==> config.mk <==
export PLATFORM = sky130hd
export DESIGN_NAME = dmem_arbiter
export DESIGN_NICKNAME = d
export VERILOG_FILES = /design/src/rtl/dmem_arb_pkg.sv /design/src/rtl/dmem_arb_select.sv /design/src/rtl/dmem_arbiter.sv
export SDC_FILE = /design/constraint.sdc
export NUM_CORES = 1
export LEC_CHECK = 0
export ABC_AREA = 1
export CAP_MARGIN = 20
export CORE_AREA = 8 8 113 115
export CTS_CLUSTER_DIAMETER = 150
export DETAILED_ROUTE_END_ITERATION = 8
export DIE_AREA = 0 0 121 123
export DONT_BUFFER_PORTS = 1
export GPL_ROUTABILITY_DRIVEN = 0
export PLACE_DENSITY = 0.44
export SETUP_SLACK_MARGIN = 0.5
export SLEW_MARGIN = 10
export SYNTH_ARGS = -nofsm -noshare
export SYNTH_HDL_FRONTEND = slang
export SYNTH_SLANG_ARGS = --single-unit
==> constraint.sdc <==
create_clock -name clock -period 3.1 [get_ports clock]
set_input_delay 0.62 -clock clock [delete_from_list [all_inputs] [get_ports clock]]
set_output_delay 0.62 -clock clock [all_outputs]
set_load 0.02 [all_outputs]
==> src/rtl/dmem_arb_pkg.sv <==
// ---------------------------------------------------------------------------
// dmem_arb_pkg
// Shared types and constants for the data-memory arbiter.
//   owner_t : which requester owns the memory port in a given cycle
//   state_t : arbiter FSM states
//   F3_*    : RV32I load/store width codes, shared with the core decoder
//   sat_inc : saturating increment used by the arbiter counters
// ---------------------------------------------------------------------------
package dmem_arb_pkg;

  typedef enum logic [1:0] {
    OWN_NONE = 2'd0,
    OWN_C    = 2'd1,
    OWN_X    = 2'd2
  } owner_t;

  typedef enum logic {
    ST_ARB    = 1'b0,
    ST_XBURST = 1'b1
  } state_t;

  // Counter width covers the 1..15 range of MAX_WAIT / MAX_BURST.
  localparam int CNT_W = 4;

  // Load width codes.
  localparam logic [2:0] F3_LB  = 3'b000;
  localparam logic [2:0] F3_LH  = 3'b001;
  localparam logic [2:0] F3_LW  = 3'b010;
  localparam logic [2:0] F3_LBU = 3'b100;
  localparam logic [2:0] F3_LHU = 3'b101;

  // Store width codes.
  localparam logic [2:0] F3_SB  = 3'b000;
  localparam logic [2:0] F3_SH  = 3'b001;
  localparam logic [2:0] F3_SW  = 3'b010;

  function automatic logic [CNT_W-1:0] sat_inc(input logic [CNT_W-1:0] value,
                                               input logic [CNT_W-1:0] limit);
    return (value >= limit) ? limit : value + 1'b1;
  endfunction

endpackage

==> src/rtl/dmem_arb_select.sv <==
// ---------------------------------------------------------------------------
// dmem_arb_select
// Pure combinational winner selection for the data-memory arbiter.
//
// Build option (macro DMEM_ARB_RR_EN):
//   undefined : core has fixed priority; X wins once it has been denied for
//               MAX_WAIT consecutive cycles (wait_cnt == MAX_WAIT).
//   defined   : round-robin on contention, the requester that did not own
//               the port last wins.
//   In ST_XBURST the X port has absolute priority in both builds.
//
// Ports
//   state      in   current arbiter FSM state
//   c_req      in   core request
//   x_req      in   loader/DMA request
//   wait_cnt   in   X starvation counter        (fixed-priority build)
//   last_owner in   owner of the latest grant   (round-robin build)
//   owner      out  winner for this cycle, OWN_NONE when nobody requests
// ---------------------------------------------------------------------------
module dmem_arb_select
  import dmem_arb_pkg::*;
`ifndef DMEM_ARB_RR_EN
#(
  parameter int MAX_WAIT = 4
)
`endif
(
  input  state_t           state,
  input  logic             c_req,
  input  logic             x_req,
`ifdef DMEM_ARB_RR_EN
  input  owner_t           last_owner,
`else
  input  logic [CNT_W-1:0] wait_cnt,
`endif
  output owner_t           owner
);

  // NOTE: every signal written in always_comb gets a default before any
  // branch; a path that leaves it unassigned would infer a latch.
  always_comb begin
    owner = OWN_NONE;
    if (state == ST_XBURST) begin
      // The core is locked out for the whole burst.
      if (x_req) owner = OWN_X;
    end else begin
`ifdef DMEM_ARB_RR_EN
      if (c_req && x_req) owner = (last_owner == OWN_C) ? OWN_X : OWN_C;
      else if (c_req)     owner = OWN_C;
      else if (x_req)     owner = OWN_X;
`else
      if (x_req && (wait_cnt == CNT_W'(MAX_WAIT))) owner = OWN_X;
      else if (c_req)                              owner = OWN_C;
      else if (x_req)                              owner = OWN_X;
`endif
    end
  end

endmodule

==> src/rtl/dmem_arbiter.sv <==
// ---------------------------------------------------------------------------
// dmem_arbiter
// Shares the single data-memory port between the RV32I core (C port) and a
// loader/DMA engine (X port). The RAM behind it has a synchronous read with
// one cycle of latency and uses the RV32I func3 width encoding, which is
// passed through untouched.
//
// Grants are combinational: the winner's fields drive mem_* in the same
// cycle, and a transfer completes on the clock edge where req & gnt.
// Loads return one cycle later on the issuing port's rvalid/rdata; reads
// may be issued back to back every cycle.
//
// Build option (macro DMEM_ARB_RR_EN):
//   undefined : fixed core priority with a MAX_WAIT starvation guard for X.
//   defined   : round-robin between C and X in ST_ARB (wait_cnt tied 0).
//   X bursts under x_lock behave the same in both builds.
//
// Parameters
//   ADDR_W     address width of both requesters and the memory
//   DATA_W     data width
//   MAX_WAIT   consecutive denied X cycles before X is forced to win (1..15)
//   MAX_BURST  max consecutive X beats under x_lock (1..15)
//
// Ports
//   clock                        in   rising-edge clock
//   reset                        in   asynchronous active-low reset
//   c_req/c_addr/c_write/
//   c_func3/c_wdata              in   core request, held stable until c_gnt
//   c_gnt                        out  core request issued this cycle
//   c_rvalid/c_rdata             out  core load return
//   x_req/x_addr/x_write/
//   x_func3/x_wdata              in   X request, same rules as the core
//   x_lock                       in   X asks to keep the port for next beat
//   x_gnt                        out  X request issued this cycle
//   x_rvalid/x_rdata             out  X load return
//   mem_addr/mem_write/
//   mem_func3/mem_wdata          out  memory command (all 0 when idle)
//   mem_rdata                    in   memory read data, one cycle after issue
// ---------------------------------------------------------------------------
module dmem_arbiter
  import dmem_arb_pkg::*;
#(
  parameter int ADDR_W    = 32,
  parameter int DATA_W    = 32,
  parameter int MAX_WAIT  = 4,
  parameter int MAX_BURST = 8
) (
  input  logic              clock,
  input  logic              reset,

  input  logic              c_req,
  input  logic [ADDR_W-1:0] c_addr,
  input  logic              c_write,
  input  logic [2:0]        c_func3,
  input  logic [DATA_W-1:0] c_wdata,
  output logic              c_gnt,
  output logic              c_rvalid,
  output logic [DATA_W-1:0] c_rdata,

  input  logic              x_req,
  input  logic [ADDR_W-1:0] x_addr,
  input  logic              x_write,
  input  logic [2:0]        x_func3,
  input  logic [DATA_W-1:0] x_wdata,
  input  logic              x_lock,
  output logic              x_gnt,
  output logic              x_rvalid,
  output logic [DATA_W-1:0] x_rdata,

  output logic [ADDR_W-1:0] mem_addr,
  output logic              mem_write,
  output logic [2:0]        mem_func3,
  output logic [DATA_W-1:0] mem_wdata,
  input  logic [DATA_W-1:0] mem_rdata
);

  localparam logic [CNT_W-1:0] BURST_LIM = CNT_W'(MAX_BURST);

  state_t           state, state_nxt;
  logic [CNT_W-1:0] burst_cnt, burst_nxt;
  logic [CNT_W-1:0] wait_cnt;
  logic             rd_pend;
  owner_t           rd_owner;
  owner_t           sel_owner;
  owner_t           owner;

`ifdef DMEM_ARB_RR_EN
  owner_t           last_owner;

  // Round-robin mode has no starvation counter.
  assign wait_cnt = '0;
`else
  localparam logic [CNT_W-1:0] WAIT_LIM = CNT_W'(MAX_WAIT);
  logic [CNT_W-1:0] wait_nxt;
`endif

  // -------------------------------------------------------------------------
  // Winner selection
  // -------------------------------------------------------------------------
`ifdef DMEM_ARB_RR_EN
  dmem_arb_select u_select (
    .state      (state),
    .c_req      (c_req),
    .x_req      (x_req),
    .last_owner (last_owner),
    .owner      (sel_owner)
  );
`else
  dmem_arb_select #(
    .MAX_WAIT (MAX_WAIT)
  ) u_select (
    .state    (state),
    .c_req    (c_req),
    .x_req    (x_req),
    .wait_cnt (wait_cnt),
    .owner    (sel_owner)
  );
`endif

  // Grants are combinational, so they must also be forced low while reset
  // is held; otherwise a requester could see a grant that never completes.
  assign owner = reset ? sel_owner : OWN_NONE;
  assign c_gnt = (owner == OWN_C);
  assign x_gnt = (owner == OWN_X);

  // -------------------------------------------------------------------------
  // Memory command mux: the winner drives the port, an idle port is all 0.
  // -------------------------------------------------------------------------
  always_comb begin
    mem_addr  = '0;
    mem_write = 1'b0;
    mem_func3 = 3'b000;
    mem_wdata = '0;
    unique case (owner)
      OWN_C: begin
        mem_addr  = c_addr;
        mem_write = c_write;
        mem_func3 = c_func3;
        mem_wdata = c_write ? c_wdata : '0;
      end
      OWN_X: begin
        mem_addr  = x_addr;
        mem_write = x_write;
        mem_func3 = x_func3;
        mem_wdata = x_write ? x_wdata : '0;
      end
      default: ;
    endcase
  end

  // -------------------------------------------------------------------------
  // FSM next state and burst counter.
  // burst_cnt holds the number of X beats already issued in the current
  // burst, so the beat that brings the total to MAX_BURST is the last one
  // and the port goes back to ST_ARB right after it.
  // -------------------------------------------------------------------------
  always_comb begin
    state_nxt = state;
    burst_nxt = burst_cnt;
    unique case (state)
      ST_ARB: begin
        // With MAX_BURST == 1 the opening beat is already the whole burst.
        if (x_gnt && x_lock && (BURST_LIM > 1)) begin
          state_nxt = ST_XBURST;
          burst_nxt = CNT_W'(1);
        end
      end
      ST_XBURST: begin
        if (x_gnt && x_lock && (burst_cnt < BURST_LIM - 1'b1)) begin
          burst_nxt = burst_cnt + 1'b1;
        end else begin
          // Lock dropped, cap reached or X went idle; this cycle's beat,
          // if any, has still been issued above.
          state_nxt = ST_ARB;
          burst_nxt = '0;
        end
      end
      default: begin
        state_nxt = ST_ARB;
        burst_nxt = '0;
      end
    endcase
  end

`ifndef DMEM_ARB_RR_EN
  // Counts consecutive cycles where X asks and loses; any X grant or an
  // idle X restarts the count.
  always_comb begin
    wait_nxt = '0;
    if (x_req && !x_gnt) wait_nxt = sat_inc(wait_cnt, WAIT_LIM);
  end
`endif

  // -------------------------------------------------------------------------
  // State registers and read-return pipeline.
  // -------------------------------------------------------------------------
  // NOTE: sequential state uses non-blocking assignments so every register
  // samples the pre-edge values, independent of statement order.
  always_ff @(posedge clock or negedge reset) begin
    if (!reset) begin
      state     <= ST_ARB;
      burst_cnt <= '0;
      rd_pend   <= 1'b0;
      rd_owner  <= OWN_NONE;
`ifdef DMEM_ARB_RR_EN
      // Starting at X makes the core win the first tie.
      last_owner <= OWN_X;
`else
      wait_cnt  <= '0;
`endif
    end else begin
      state     <= state_nxt;
      burst_cnt <= burst_nxt;
      rd_pend   <= (owner != OWN_NONE) && !mem_write;
      rd_owner  <= owner;
`ifdef DMEM_ARB_RR_EN
      if (owner != OWN_NONE) last_owner <= owner;
`else
      wait_cnt  <= wait_nxt;
`endif
    end
  end

  // The RAM output is only routed to the port whose load is returning.
  assign c_rvalid = rd_pend && (rd_owner == OWN_C);
  assign x_rvalid = rd_pend && (rd_owner == OWN_X);
  assign c_rdata  = c_rvalid ? mem_rdata : '0;
  assign x_rdata  = x_rvalid ? mem_rdata : '0;

endmodule
Word level (Yosys, flattened, before mapping)
Cells that the tools add are included.
Widths: inputs -> output; s select.
Operators by class
  add/sub/neg operators: 2
  magnitude comparators: 2
  eq/ne operators: 6
  mux-type cells: 21
  bitwise logic cells: 1
  reduce and logical (&&, ||, !) cells: 10
Operators by type and width (count)
  $mux 32: 4
  $pmux 32 s2: 2
  $mux 4: 4
  $mux 2: 5
  $add 4x1->4 const B: 2
  $pmux 4 s2: 1
  $logic_and 1x1->1: 7
  $pmux 3 s2: 1
  $eq 2x1->1 const B: 2
  $eq 2x2->1 const B: 2
  $eq 4x3->1 const B: 1
  $ge 4x3->1 const B: 1
  $lt 4x3->1 const B: 1
  $pmux 1 s2: 2
  $logic_not 1->1: 2
  $mux 1: 2
  $ne 2x2->1 const B: 1
  $reduce_bool 2->1: 1
  $not 1->1: 1
Word-level totals
  register bits after elaboration: 12
  bits of input ports: 173

Longest topological paths before layout
Gate-level depths: netlist of the first run.
  word-level depth: 10
  gate-level depth with buffers: 14

By module
A second synthesis of the first run with hierarchy kept.
Unflattened totals
  cells, all modules: 410
  area, all modules: 2079.5 µm²
Modules (own cells, without submodules)
  dmem_arbiter: times used 1, cells an instance 399, area each 2021.9 µm², sequential area each 300.3 µm²
  dmem_arb_select: times used 1, cells an instance 11, area each 57.6 µm², sequential area each 0.0 µm²

Least setup slack after synthesis of the first run
No wires, ideal clock.
  path kind: input to output
  from: input port c_req
  to: output port mem_addr[24]
  arrival time: 2182 ps
  data required time: 2480 ps
  path slack: 298 ps
  cell stages on the path: 12
  buffers on the path: 3
  cells stage by stage: inv_1 nor2_2 nand2_1 inv_1 nand2_1 inv_1 ha_1 buf_2 buf_2 buf_2 nand2_1 a21oi_1
Between the ends
  longest elaborated chain between the ends: 6
RTL lines
  start: declaration: RTL line dmem_arbiter.sv:51  | input logic c_req,
  $mux 2: RTL line dmem_arb_select.sv:53  | else if (c_req) owner = OWN_C;
  $mux 2: RTL line dmem_arb_select.sv:52  | if (x_req && (wait_cnt == CNT_W'(MAX_WAIT))) owner = OWN_X;
  $mux 2: RTL line dmem_arb_select.sv:43  | if (state == ST_XBURST) begin
  $mux 2: RTL line dmem_arbiter.sv:122  | assign owner = reset ? sel_owner : OWN_NONE;
  $eq 2x1->1
  named net c_gnt: RTL line dmem_arbiter.sv:56  | output logic c_gnt,
  $pmux 32 s2: RTL line dmem_arbiter.sv:134  | unique case (owner)
  end: declaration: RTL line dmem_arbiter.sv:70  | output logic [ADDR_W-1:0] mem_addr,
The timed path passes the listed nets, and every way through them passes these cells.

Final worst setup path of the first run
  from: register wait_cnt[1]
  to: output port mem_wdata[30]
Between the ends
  longest elaborated chain between the ends: 7
RTL lines
  start: declaration: RTL line dmem_arbiter.sv:81  | logic [CNT_W-1:0] wait_cnt;
  start signal: assignment: RTL line dmem_arbiter.sv:219  | wait_cnt <= wait_nxt;
  $eq 4x3->1 (*): RTL line dmem_arb_select.sv:52
  $logic_and 1x1->1 (*): RTL line dmem_arb_select.sv:52
  $mux 2 (*): RTL line dmem_arb_select.sv:52
  $mux 2 (*): RTL line dmem_arb_select.sv:43
  $mux 2 (*): RTL line dmem_arbiter.sv:122
  $eq 2x2->1 or $eq 2x1->1 (tied branches): RTL line dmem_arbiter.sv:134
  $pmux 32 s2 (*): RTL line dmem_arbiter.sv:134
  end: declaration: RTL line dmem_arbiter.sv:73  | output logic [DATA_W-1:0] mem_wdata,
Every way passes the cells marked *; elsewhere a longest branch is shown, timed or not.

==> metrics.csv, run 1 <==
metric,value,unit
DRC Markers,0,
Int Pwr,0.554,mW
Mapped Cells,412,
Post-Synth Simple-Gate Area,45.0,%
CP max FO,8,
gr usage total,14.7,%
Post-synth top cells,"nor2_1, nand3_1, nand2_1, inv_1, a21oi_1",
crit path buf inv count,5,
IO Port Bufs,0,
largest net degree at the start of global routing,36,
min cycle time layout,2.67,ns
Area Growth Syn to Fin,89.5,%
row count,39,
status,"finished, final reports clean",
Clock transition at path regs,0.04,ns
Clock Sinks,12,
largest cells by area after synthesis,"nand3_1, dfrtp_1, nor2_1",
clock latency on the worst-skew pair,0.24,ns
wire per inst,20.9,um
Min Hold Slack,0.0776,ns
distinct cell type count after synthesis,20,
Finished Core Util,38.8,%
Setup Skew,0.000868,ns
Post-synth EDFFs,0,
fin crit share,86.3,%
PwrDens,218,nW/um^2
crit path launch type,register,
Synth Warn #,0,
Mapped Nets,590,
crit-path leading delay family,buffers and inverters,
combinational family with the most area after synthesis,simple AND/OR/NAND/NOR gates,
initial core utilization,20.5,%
hpwl dp,9.87,mm
DP Area,3240,um^2
Worst path depth,11,
Detailed Routing Iterations Pass 1,5,
final hold viol count,0,
number of top-level pins,309,
post-place setup slack,0.390,ns
Layout Nets,680,
DIE AREA,14900,um^2
Max clock buf depth,2,
fin cells,643,
first-pass GRT wire length,17.7,mm
WL final,13.5,mm
placed instance count,606,
CP peak stage delay,0.38,ns
Synth Area in Adders,2.75,%
final antenna-violating net count,0,
via count of the first global-routing pass,3237,
clock power share,24.4,%
ys flop type,dfrtp_1,
initial antenna violation count,0,
Comb pwr share,56.9,%
H-tree depth,1,
"count leader, synth",nor2_1,
Final TNS setup,0,ns
cell area after synthesis,2270,um^2
multiplexer share of the synthesized area,0,%
Synth top area share,15.0,%
Yosys reg bits,12,
Switching Share,41.1,%
Max Transition Viols Final,0,
die width,121,um
core area,11100,um^2
Vias,3211,
vias per inst,4.99,
Worst path slowest cell,dfrtp_1,
Final Instance Area,4300,um^2
Congestion Overflow GR,0,
Final Setup Violations,0,
most frequent CP cell,buf_4,
CP Data Required Time,2.48,ns
worst r2r path cells,10,
cells along the critical path,"inv_1, ha_2, nand4_1, nand2_2, buf_4, ha_4, buf_12, clkbuf_16, nand3_1, a21oi_2, buf_4",
final worst slack,0.425,ns
CTS tree,yes,
critical path type,reg2out,
Seq pwr share,18.8,%
share of cells above drive strength 1,51.2,%
CTS buffer count,3,
Initial DRC Count,108,
die height,123,um
leading area contributor after synthesis,nand3_1,
compound-gate portion of the synthesized area,20.7,%
xor and xnor area share after synthesis,0,%
Leak,1.72,nW
clock root buffer,clkbuf_16,
fmax,374,MHz
async set-or-reset flop fraction in the synthesized netlist,100,%
VDD IR max,150,uV
CP arrival,2.05,ns
switching power,0.386,mW
RSZ-0062 raised after global routing,yes,
register area share after synthesis,13.2,%
Pwr Total,0.939,mW
max-cap viol count,0,
Post-Syn Area per Cell,5.51,um^2
diode count,0,
critical path endpoint category,primary output,
Tightest Hold Check Type,in2async,
[cell type report]
cell class | instances | area, um^2
fill | 1130 | 6770
multi-input combinational | 311 | 2210
timing repair buffer | 122 | 1330
sequential | 12 | 302
inverter | 52 | 206
tap | 143 | 179
clock buffer | 3 | 75.1
[routing by layer]
layer | routed length [um] | GRT usage (%) | vias up
met4 | 154 | 2.97 | 0
li1 | - | - | 1482
met3 | 1470 | 5.62 | 10
met1 | 4530 | 14.3 | 1523
met5 | 0 | 0 | -
met2 | 7300 | 28.9 | 196
[repair_timing]
action,in CTS,in global routing
hold buffers,0,0
pin swaps,13,29
cloned,3,8
gates resized for setup,25,80
endpoints found under the setup margin,68,82
setup buffers,12,11
hold endpoints to repair,0,0
[state kept, by name, summed over array words and instances, names as in the netlist]
register and count:
rd_pend 1, wait_cnt 4, rd_owner 2, burst_cnt 4
state 1
[power by group through the flow]
stage | Sequential, mW | Combinational (mW) | Clock [mW]
finish | 0.176 | 0.534 | 0.229
CTS | 0.176 | 0.441 | 0.236
detailed placement | 0.178 | 0.368 | 0
global route | 0.177 | 0.568 | 0.243
floorplan | 0.177 | 0.293 | 0
global placement | 0.178 | 0.364 | 0
[placed cells by master, fill, tap and decap left out, drive strengths merged, types with 2 or more instances in the layout]
master	netlist	layout
nand4	2	2
o21ai	4	4
nand2	86	86
inv	52	51
a21oi	71	71
nand3	68	68
nor2	71	71
dfrtp	12	12
buf	21	114
ha	5	5
clkbuf	16	11
nor3	2	2
[cells by family after synthesis]
family	count (synthesis)
AND/OR/NAND/NOR	229
buffers and inverters	89
AO/OA/AOI/OAI	76
flip-flops	12
adder cells (fa/ha/maj)	5
other	1
[worst register-to-register path, delay by kind of cell (launching register included)]
| family | cells | cell delay, ns |
|---|---|---|
| flip-flops | 1 | 0.38 |
| adder cells (fa/ha/maj) | 2 | 0.53 |
| AO/OA/AOI/OAI | 1 | 0.18 |
| buffers and inverters | 4 | 0.42 |
| AND/OR/NAND/NOR | 3 | 0.26 |
[final timing paths]
path                                  to    startpoint  slack (ns)
min reg2reg                 burst_cnt[3]  burst_cnt[3]        0.48
max reg2reg                      rd_pend   wait_cnt[1]        1.24
min in group clock          burst_cnt[3]  burst_cnt[3]        0.48
max in group asynchronous          state         reset        2.95
max                        mem_wdata[30]   wait_cnt[1]        0.43
min                                state         reset        0.08
Note: power is estimated with default switching activity, not from simulation.
==> run 2, diff against run 1 <==
Settings changed: CTS_CLUSTER_SIZE set to 28.
==> results of run 2 <==
No change in the layout: final DEF, timing and power equal those of run 1.
==> patch 1, RTL diff (flow settings as in run 2) <==
Change the package constant `CNT_W` from 4 to 6.
--- a/src/rtl/dmem_arb_pkg.sv
+++ b/src/rtl/dmem_arb_pkg.sv
@@ -21,5 +21,5 @@
 
   // Counter width covers the 1..15 range of MAX_WAIT / MAX_BURST.
-  localparam int CNT_W = 4;
+  localparam int CNT_W = 6;
 
   // Load width codes.
Function: no difference found for any inputs over 10 cycles, from zero or initial values and one cycle with reset low; that may be too few to reach the edited logic, so the function may still have changed.
==> patch 1 against run 2 <==
- sequential cell count is 4 higher
- largest power group unchanged
- design area is 3.8% higher
- critical path type unchanged
- worst hold slack worse by 0.015 ns
- critical path depth is 1 higher
- die area stayed put
- setup slack worse by 0.058 ns
- total power is 6.7% higher
- routed wire length is 5.6% higher
- area after synthesis is 1.0% higher
- register-to-register slack worse by 0.31 ns
==> patch 1: results (changes against run 2) <==
GRT Util Overall 15.4% (+0.73 points); Final #Nets 682 (+0.29%); clock skew 0.00141 ns (+0.000542 ns); CP arrival 2.11 ns (+0.06 ns); Clock Pin Slew Worst Setup and Hold Paths 0.05 ns; drt first pass iters 4 (-1); Placed Cells 609 (+0.50%); Post-CTS Setup Inserts 13 (+1); vias in the first global route 3265 (+0.86%); initial antenna violation count 0 (unchanged); Worst IR Drop VDD 155 uV (+3.4%); Hold Path Class in2async; DP Wirelength 10.1 mm (+2.3%); most frequent cells after synthesis nand2_1, nand3_1, nor2_1; synth unique cells 26 (+30%); first-pass GRT wire length 18.4 mm (+4.3%); post-synthesis sequential area ratio 17.4% (+4.2 points); Regs by FF count burst_cnt (6), wait_cnt (6), rd_owner (2); status finished clean; WL/cell 22.0 um (+5.1%); Post-Place Setup Slack 0.376 ns (-0.0140 ns); DR iter-0 viols 111 (+2.8%); Synth Area per Inst 5.42 sq um (-1.6%); vias per cell 5.05 (+1.1%); R2R setup slack 0.93 ns (-0.31 ns); Post-Layout Cell Count 646 (+0.47%); PostCTS Resize Cnt 61 (+140%); Pleak 1.78 nW (+3.2%); largest net degree at the start of global routing 37 (+2.8%); XOR/XNOR Fraction of Synth Area 0.382% (+0.38 points); dpl cell area 3280 sq um (+1.4%); layout cells sized above 1 49.5% (-1.7 points); Synth Area in Compound Gates 17.8% (-2.9 points); worst hold slack 0.0630 ns (-0.0146 ns); IO Port Bufs 0 (unchanged); FF-to-FF End burst_cnt[2]; Fillers 1145 (+1.3%); post-synthesis adder-cell area fraction 2.73% (-0.029 points); Area Overhead vs Synth 94.5%; Register-to-Register Path Depth 14 (+4); dominant cells by area after synthesis dfrtp_1, nand3_1, a21oi_1
## patch 1: cell types whose count changed in the layout (fill, tap and decap cells not counted), sizes merged, moves of 2 or more
cell / delta
nand3: +4
dfrtp: +4
o21ai: -2
conb: +2
inv: +2
buf: -12
## patch 1: metal layers
metal	track usage [%]	routed length (um)	up-vias
li1	-	-	1496
met1	17.0	5190	1532
met2	27.8	7330	212
met3	5.66	1410	23
met4	3.43	284	0
met5	0	0	-
## patch 1: final cells by class
| type | count | share of cell area [%] |
|---|---|---|
| sequential | 16 | 8.97 |
| clock buffer | 4 | 1.99 |
| multi-input combinational | 317 | 51.8 |
| inverter | 55 | 4.82 |
| timing repair buffer | 110 | 28.2 |
| timing repair inverter | 1 | 0.168 |
| tap | 143 | 4.01 |
## patch 1: cells by family (layout without fill, tap and decap cells)
logic type / count (synthesis) / in the layout
adders and majority gates: 5 / 5
AOI/OAI and AO/OA: 74 / 74
other: 1 / 3
and+or+nand+nor: 234 / 234
DFF: 16 / 16
buffers and inverters: 92 / 170
xor gates and xnor gates: 1 / 1
## patch 1: worst max path at each step
stage	startpoint	end	slack (ns)	cells past startpoint
6_report	wait_cnt[1]	mem_wdata[7]	0.37	12
5_1_grt	wait_cnt[1]	mem_wdata[7]	0.28	12
4_1_cts	wait_cnt[0]	mem_wdata[0]	0.44	12
3_5_place_dp	wait_cnt[0]	mem_addr[8]	0.38	10
3_3_place_gp	wait_cnt[0]	mem_addr[10]	0.44	10
2_1_floorplan	c_req	mem_wdata[0]	0.42	8
## patch 1: where the power goes
part | switching [mW] | total [mW] | internal, mW
logic | 0.297 | 0.493 | 0.196
registers | 0.00920 | 0.229 | 0.220
clock network | 0.0836 | 0.280 | 0.196
==> patch 2, RTL diff (config.mk and constraints of run 2) <==
Without the edit above. Reset style: synchronous (`reset`), changed in one clocked block. Comments in the files are not updated.
--- a/src/rtl/dmem_arbiter.sv
+++ b/src/rtl/dmem_arbiter.sv
@@ -197,5 +197,5 @@
   // NOTE: sequential state uses non-blocking assignments so every register
   // samples the pre-edge values, independent of statement order.
-  always_ff @(posedge clock or negedge reset) begin
+  always_ff @(posedge clock) begin
     if (!reset) begin
       state     <= ST_ARB;
Behaviour: differs if reset is asserted again (counterexample within 4 cycles, from zero or initial values and one cycle with reset low); with reset held inactive, the same outputs for 10 cycles.
==> patch 2 against run 2 <==
- clock skew up 0.00053 ns
- area after synthesis down 3.4%
- routed wire length down 5.8%
- total power down 19%
- setup slack better by 0.13 ns
- design area down 22%
- first-iteration DRC count down 7.4%
- die area unchanged
- worst hold slack better by 0.35 ns
- non-clock buffer count down 56
- sequential cell count unchanged
- critical path depth down 1
- global-route usage down 0.67 points
==> patch 2: results (changes against run 2) <==
status finished clean; vias in the first global route 3010 (-7.0%); GRT Util Overall 14.0% (-0.67 points); DR iter-0 viols 100 (-7.4%); CP peak stage delay 0.32 ns (-0.06 ns); dpl cell area 2790 sq um (-14%); most frequent cells after synthesis nand2_1, nor2_1, nand3_1; Async SR Flop Fraction 0% (-100 points); Register-to-Register Path Depth 12 (+2); largest net degree at the start of global routing 35 (-2.8%); WL/cell 21.3 um (+1.8%); Setup crit start wait_cnt[1]; largest driver fanout on the critical path 6 (-2); Post-Place Setup Slack 0.398 ns (+0.00842 ns); Area Overhead vs Synth 52.3%; Placed Cells 574 (-5.3%); Fillers 1224 (+8.3%); initial antenna violation count 1 (+1); Mapped Nets 597 (+1.2%); first-pass GRT wire length 16.7 mm (-5.3%); Worst path slowest cell dfxtp_2; dominant cells by area after synthesis nand3_1, a21oi_1, nand2_1; Final #Nets 631 (-7.2%); Worst IR Drop VDD 137 uV (-8.3%); synth unique cells 25 (+25%); Pleak 1.30 nW (-25%); DP Wirelength 9.92 mm (+0.45%); post-synthesis sequential area ratio 10.9% (-2.3 points)
patch 2: cell types whose count changed after synthesis, sizes merged, moves of 2 or more:
cell   before  now
nand3      68   70
inv        52   55
o21ai       4    1
a21oi      71   73
dfrtp      12    0
dfxtp       0   12
patch 2: path summary, 6_finish.rpt:
path	to	slack, ns
max reg2reg	burst_cnt[1]	1.26
min reg2reg	wait_cnt[0]	0.42
max	mem_addr[28]	0.56
min	wait_cnt[0]	0.42
patch 2: layout make-up:
class | instances | share of cell area (%)
inverter | 55 | 6.51
timing repair buffer | 66 | 20.4
multi-input combinational | 314 | 57.9
sequential | 12 | 7.30
timing repair inverter | 1 | 0.225
clock buffer | 3 | 2.25
tap | 143 | 5.35
antenna | 1 | 0.0749
patch 2: what timing repair did:
| item | in CTS | in global routing |
|---|---|---|
| buffers inserted | 9 | 1 |
| resized for setup | 15 | 42 |
| setup endpoints to repair | 91 | 64 |
| hold buffers | 0 | 0 |
| gates cloned | 3 | 4 |
| pin swaps | 2 | 15 |
patch 2: layer usage:
layer / vias to the layer above / global-route usage (%) / share of wire [%]
li1: 1388 / - / -
met1: 1402 / 14.1 / 35
met2: 212 / 26.5 / 51
met3: 16 / 5.30 / 12
met4: 0 / 3.98 / 2.3
met5: - / 0 / 0
patch 2: report_power, final:
| part | leakage (nW) | internal (mW) | total, mW | switching [mW] |
|---|---|---|---|---|
| clock network | 0.0370 | 0.167 | 0.227 | 0.0597 |
| registers | 0.0996 | 0.161 | 0.165 | 0.00406 |
| logic | 1.16 | 0.121 | 0.368 | 0.247 |
patch 2: cell families (layout without fill, tap and decap cells):
kind of cell	count (synthesis)	count (layout)	synth area share, %
simple gates	231	231	46.0
buf+inv	93	125	20.0
compound gates	77	77	20.1
flops	12	12	10.9
fa+ha+maj	5	5	2.85
other cells	1	2	0.171
